<file path="config.mk">
export PLATFORM = sky130hd
export DESIGN_NAME = regfile_read_arbiter
export DESIGN_NICKNAME = d
export VERILOG_FILES = /design/src/rtl/regfile_read_arbiter.sv
export SDC_FILE = /design/constraint.sdc
export NUM_CORES = 1
export LEC_CHECK = 0
export CORE_AREA = 10 10 115 65
export CTS_CLUSTER_SIZE = 20
export DETAILED_ROUTE_END_ITERATION = 12
export DIE_AREA = 0 0 125 75
export PLACE_DENSITY_LB_ADDON = 0.15
export SLEW_MARGIN = 20
export SYNTH_ARGS = -nofsm -noshare
export SYNTH_HDL_FRONTEND = slang
export SYNTH_SLANG_ARGS = --single-unit
</file>
<file path="constraint.sdc">
create_clock -name clk -period 2.1 [get_ports clk]
set_input_delay 0.315 -clock clk [delete_from_list [all_inputs] [get_ports clk]]
set_output_delay 0.315 -clock clk [all_outputs]
set_load 0.01 [all_outputs]
</file>
<file path="src/rtl/regfile_read_arbiter.sv">
// regfile_read_arbiter
// Shares one register-file read port among four requesters. Stage 1 picks a
// round-robin winner and registers its register select. Stage 2 captures the
// mux output one cycle later and returns it tagged with the winner's ID.
//
// Handshake: req is a level request. gnt[w] pulses for one cycle per accepted
// read. A req bit still high at the edge after its gnt counts as a new request.
// rvalid pulses exactly one cycle after the matching gnt, with rid == w.
module regfile_read_arbiter #(
  parameter int N = 32
) (
  input  logic         clk,
  input  logic         reset,
  input  logic [3:0]   req,
  input  logic [19:0]  req_addr,
  input  logic         hold,
  output logic [3:0]   gnt,
  output logic [4:0]   Read_Register,
  input  logic [N-1:0] Read_Data,
  output logic [N-1:0] rdata,
  output logic         rvalid,
  output logic [1:0]   rid
);

  // Round-robin pointer: requester with highest priority this cycle.
  logic [1:0]   ptr_q, ptr_d;
  // Stage-1 registers.
  logic [3:0]   gnt_q, gnt_d;
  logic [4:0]   rreg_q, rreg_d;
  logic         s1_valid_q, s1_valid_d;
  logic [1:0]   s1_id_q, s1_id_d;
  // Stage-2 registers.
  logic [N-1:0] rdata_q, rdata_d;
  logic         rvalid_q, rvalid_d;
  logic [1:0]   rid_q, rid_d;

  // Winner search, scanning from the pointer upward (mod 4).
  logic         win_found;
  logic [1:0]   win_id;
  logic [1:0]   scan_idx;

  // Pick the first requesting index in the order p, p+1, p+2, p+3.
  always_comb begin
    win_found = 1'b0;
    win_id    = ptr_q;
    scan_idx  = ptr_q;
    for (int k = 0; k < 4; k++) begin
      scan_idx = ptr_q + 2'(k);
      if (!win_found && req[scan_idx]) begin
        win_found = 1'b1;
        win_id    = scan_idx;
      end
    end
  end

  // Next-state for both pipeline stages and the pointer.
  always_comb begin
    ptr_d      = ptr_q;
    gnt_d      = 4'b0000;
    rreg_d     = rreg_q;
    s1_valid_d = 1'b0;
    s1_id_d    = s1_id_q;
    rdata_d    = rdata_q;
    rvalid_d   = 1'b0;
    rid_d      = rid_q;

    if (!hold && win_found) begin
      ptr_d      = win_id + 2'd1;
      gnt_d      = 4'b0001 << win_id;
      rreg_d     = req_addr[5*win_id +: 5];
      s1_valid_d = 1'b1;
      s1_id_d    = win_id;
    end

    // Stage 2 is never stalled by hold: an issued grant always completes.
    if (s1_valid_q) begin
      rdata_d  = Read_Data;
      rid_d    = s1_id_q;
      rvalid_d = 1'b1;
    end
  end

  // State registers; reset discards any in-flight transaction.
  always_ff @(posedge clk or negedge reset) begin
    if (!reset) begin
      ptr_q      <= 2'd0;
      gnt_q      <= 4'b0000;
      rreg_q     <= 5'd0;
      s1_valid_q <= 1'b0;
      s1_id_q    <= 2'd0;
      rdata_q    <= '0;
      rvalid_q   <= 1'b0;
      rid_q      <= 2'd0;
    end else begin
      ptr_q      <= ptr_d;
      gnt_q      <= gnt_d;
      rreg_q     <= rreg_d;
      s1_valid_q <= s1_valid_d;
      s1_id_q    <= s1_id_d;
      rdata_q    <= rdata_d;
      rvalid_q   <= rvalid_d;
      rid_q      <= rid_d;
    end
  end

  assign gnt           = gnt_q;
  assign Read_Register = rreg_q;
  assign rdata         = rdata_q;
  assign rvalid        = rvalid_q;
  assign rid           = rid_q;

endmodule

</file>
; ---- After elaboration in Yosys (flattened, before gate mapping)
; Cells that the tools add are included.
[word_totals]
regBits = 49
input_bits = 59
output_inout_bits = 44
elab_cells = 45
[classes]
n_addsub = 4
multipliers = 1
n_lt_le_gt_ge = 4
shift = 2
n_mux = 18
reduce_logical = 8
[op_table]
columns = operator, count
row1 = $shiftx 20x6->5, 1
row2 = $lt 2x3->1 const B, 4
row3 = $mux 1, 10
row4 = $bmux 1 s2, 4
row5 = $mux 2, 3
row6 = $mul 3x2->5 const A, 1
row7 = $add 2x1->2 const B, 2
row8 = $add 2x2->2 const B, 2
row9 = $logic_and 1x1->1, 4
row10 = $logic_not 1->1, 4
row11 = $mux 4, 1
row12 = $shl 1x2->4 const A, 1

; ---- Depth between registers and ports, before layout
[logic_depth]
word_depth = 14
ltp_mapped = 6
ltp_nobuf = 5

; ---- Least setup slack after synthesis
; OpenSTA, ideal clock, no wires.
[synth_timing]
path_kind = input to register
start = input req[0]
end = register rreg_q[1], in the netlist Read_Register[1]
setup_ns = 0.138
arrival_ns = 1.601
required_ns = 1.962
setup_slack_ns = 0.361
cell_stages = 6
path_buffers = 1
cell_sequence = nor2b_1 o21a_4 or3_4 buf_6 a2111oi_4 a211oi_2
[synth_between]
elab_chain_len = 14
elab_cells_between_ends = 24
classes_between = mul (1) / shift (1) / mux (15) / reduce/logical (7)
[synth_rtl]
columns = item, line
row1 = start: declaration, 14  ; input logic [3:0] req,
row2 = $bmux 1 s2, 49  ; if (!win_found && req[scan_idx]) begin
row3 = $mux 1 (not written as such), 49
row4 = $mux 1, 49
row5 = $logic_not 1->1, 49
row6 = $logic_and 1x1->1, 49
row7 = $mux 1, 49
row8 = $logic_not 1->1, 49
row9 = $logic_and 1x1->1, 49
row10 = $mux 1, 49
row11 = $logic_not 1->1, 49
row12 = $logic_and 1x1->1, 49
row13 = $mux 2, 49
row14 = $mul 3x2->5, 70  ; rreg_d = req_addr[5*win_id +: 5];
row15 = $shiftx 20x6->5, 70
row16 = end signal: assignment, 97  ; rreg_q <= rreg_d;
row17 = end: declaration, 29  ; logic [4:0] rreg_q, rreg_d;
; Parallel ways exist; a longest one is shown, timed or not. The select of a mux whose other input is x is not followed.
; A chain may end at the register's enable or synchronous reset.

; ---- Worst setup path after layout
[layout_timing]
start = input req[0]
end = register rreg_q[0], in the netlist Read_Register[0]
; Same word-level chain as after synthesis.

==> impl_summary.log <==
INFO  metric timing.max_cap.violations = 0
INFO  metric route.detailed.drc = 0
INFO  metric grt_antenna_before_repair = 0
INFO  metric fin_nets = roughly 330
INFO  metric worstPathCellList = clkdlybuf4s50_1, nor2b_1, o21a_4, or3_4, a2111oi_0, a211oi_1
INFO  metric clk_pin_slew = 0.08 ns
INFO  metric grt_pass1_wl = about 8800 um
INFO  metric ys.flop_type = dfrtp_1
INFO  metric max_fclk = roughly 500 MHz
INFO  metric final_setup_viols = 0
INFO  metric avgViaCountPerCell = about 4.7
INFO  metric outcome = finished clean
INFO  metric setup.reg_to_reg.worst_slack = around 0.27 ns
INFO  metric synthesis.instances = around 150
INFO  metric synth_top_area_share = between 50% and 60%
INFO  metric timing.hold.worst.class = in2async
INFO  metric worst-endpoint-required = 2.26 ns
INFO  metric cp-end-kind = flip-flop
INFO  metric io_pins = ~100
INFO  metric startpoint_kind_of_the_worst_setup_timing_path = input port
INFO  metric core_region_area = 0.00542 mm^2
INFO  metric first_pass_iters = 4
INFO  metric vias = approximately 1,600
INFO  metric reg2reg_to = Read_Register[0]
INFO  metric startpoint = req[0]
INFO  metric grt_start_max_net_pins = 26
INFO  metric fin_crit_sh = between 90% and 100%
INFO  metric routed_wire_length_per_instance = 16.4 um
INFO  metric async_flop_share = between 90% and 100%
INFO  metric postCtsSetupRepairBufs = 0
INFO  metric synthTopCellsByArea = dfrtp_1 57%, mux2_2 18%, a2111oi_4 5.2%, a211oi_2 2.3%, mux2i_1 2.3%
INFO  metric dp_hpwl = roughly 4600 um
INFO  metric cts_tree = done
INFO  metric ctsResizeCount = 0
INFO  metric max-vdd-ir-drop = between 0.0004 and 0.0005 V
INFO  metric worst_skew_pair.late_latency = 0.29 ns
INFO  metric syn-cell-area = approximately 0.0021 mm^2
INFO  metric drt_wl_total = ~5600 um
INFO  metric synth_edf_count = 0
INFO  metric clockRootBuffer = clkbuf_8
INFO  metric htree_levels = 2
INFO  metric floorplan.die.width = around 130 um
INFO  metric tritoncts_num_sinks = between 40 and 50
INFO  metric tightest_slew = between 0.5 and 0.6 ns
INFO  metric floorplan.initialDensity = approximately two fifths
INFO  metric rsz0062_at_grt = no
INFO  metric finalHoldViolations = 0
INFO  metric gr-total-overflow = 0
INFO  metric total_power = approximately 2.8 mW
INFO  metric syn_nets = roughly 210
INFO  metric postCtsHoldBufs = 0
INFO  metric worst_case_clock_skew = between 0.004 and 0.005 ns
INFO  metric cp_max_fo = 8
INFO  metric p_leak = around 1.4 nW
INFO  metric post-route-min-period = about 2.0 ns
INFO  metric criticalPathCategory = in2reg
INFO  metric power-per-cell-area = approximately 830 mW/mm^2
INFO  metric detail-route-antenna-nets = 0
INFO  metric fin_ws = 0.0987 ns
INFO  metric slew_viol_final = 0
INFO  metric worstSetupEndpoint = Read_Register[0]
INFO  metric initialDrtViolationCount = between 70 and 80
INFO  metric fp.dieH = 75 um
INFO  metric clock_tree.buffer_depth = 2
INFO  metric worst_ep_arrival_time = 2.16 ns
INFO  metric layout_cells_sized_above_1 = roughly a quarter
INFO  metric yosysWarningCount = 0
INFO  metric floorplan.die_area = approximately 0.0094 mm^2
INFO  metric grt_use_total = 11.4%
INFO  metric routabilityCongestion = about 0.75
INFO  metric timing.critical_path.slowest_cell_delay = 0.46 ns
INFO  metric timing.setup.tns = 0 ns
INFO  metric netlist.top_cell.by_area = dfrtp_1
INFO  metric antennaDiodeCount = 0
INFO  metric cp_slowest_cell = or3_4
INFO  metric cts_inserted_buffers = 5
INFO  metric timing.reg2reg.worst_path_depth = 5
INFO  metric postSynthRegisterBits = 49
INFO  metric timing.rr.start = ptr_q[0]
INFO  metric synth_cell_types = 33
INFO  metric placementRows = 19
INFO  metric port_buffers = between 100 and 150
INFO  metric synth_seq_area_share = 57.4%
INFO  metric pre_cts_ws = -0.188 ns
INFO  metric avgSynthCellArea = 14.3 um^2
INFO  metric layout-area-overhead-vs-synth = 60.2%
INFO  metric timing.slew.headroom = between 60% and 70%
INFO  metric via_count_of_the_first_global_routing_pass = 1,766
-- through the flow --
step / instances / utilization (%) / hold slack (ns) / cell area, um^2
after CTS: 340 / 63.2 / 0.0269 / 3420
after global placement: 332 / 61.7 / 0.342 / 3340
after global routing: 340 / 63.2 / 0.0432 / 3420
final: 340 / 63.2 / 0.0126 / 3420
after floorplan: 149 / - / 0.0194 / 2140
after detailed placement: 332 / 61.7 / 0.354 / 3340
-- power by group --
group	internal [mW]	switching (mW)	total, mW
Combinational	0.655	0.455	1.11
Sequential	1.11	0.100	1.21
Clock	0.231	0.289	0.520
Total	2.00	0.844	2.84
-- worst min-delay path by stage --
stage	from	to	slack, ns	depth (start not counted)
floorplan	reset	Read_Register[0]	0.02	0
global placement	reset	rdata[29]	0.34	1
detailed placement	reset	rdata[6]	0.35	1
CTS	reset	rdata[6]	0.03	1
global route	reset	rdata[6]	0.04	1
finish	reset	rdata[6]	0.01	1
-- routing by layer --
metal / global-route usage [%] / wire length [um] / vias to the layer above
met5: 0 / 0 / -
met1: 12.8 / 2360 / 767
li1: - / - / 767
met2: 21.5 / 2890 / 53
met3: 3.01 / 300 / 2
met4: 3.05 / 27 / 0
-- cells in the final DEF, fill, tap and decap left out, types with 4 or more instances in the layout --
| master | instances |
|---|---|
| nand2_1 | 5 |
| mux2_2 | 34 |
| dfrtp_1 | 49 |
| a2111oi_4 | 4 |
| a211oi_2 | 4 |
| buf_4 | 16 |
| clkbuf_8 | 5 |
| clkdlybuf4s50_1 | 101 |
| nor4b_1 | 5 |
| nor2_1 | 8 |
| mux2i_1 | 5 |
-- sequential cells by signal, summed over array words and instances (netlist names) --
name	flops
Read_Register	5
s1_id_q	2
rid	2
rdata	32
gnt	4
s1_valid_q	1
ptr_q	2
rvalid	1
-- worst max-delay path: cells and delay by family --
family	cells	cell delay (ns)
AOI/OAI and AO/OA	3	0.76
buffers and inverters	1	0.45
and+or+nand+nor	2	0.62
-- kinds of logic (layout without fill, tap and decap cells) --
logic type | count (synthesis) | in the layout | synth area share [%]
flops | 49 | 49 | 57.4
xor+xnor | 1 | 1 | 0.410
mux | 39 | 39 | 20.3
buf+inv | 10 | 128 | 2.17
simple gates | 30 | 30 | 8.08
compound gates | 20 | 20 | 11.7
-- area by class of cell --
cell class                      count  area [um^2]
Multi-Input combinational cell     90          865
Tap cell                           73         91.3
Timing Repair Buffer              119         1160
Fill cell                         433         2000
Sequential cell                    49         1230
Clock buffer                        6         72.6
Inverter                            1         3.75
Clock inverter                      2         10.0
-- Yosys cell counts (2+ instances only) --
cell type and count:
nor4b_1 5, nor3_1 2, mux2_2 34, dfrtp_1 49, o21ai_1 2, clkbuf_1 4, a211oi_2 4, nand2b_1 2
nor2_1 8, mux2i_1 5, a21o_1 2, a2111oi_4 4, buf_1 3, nor2b_1 2, nand2_1 5
Note: power is estimated with default switching activity, not from simulation.
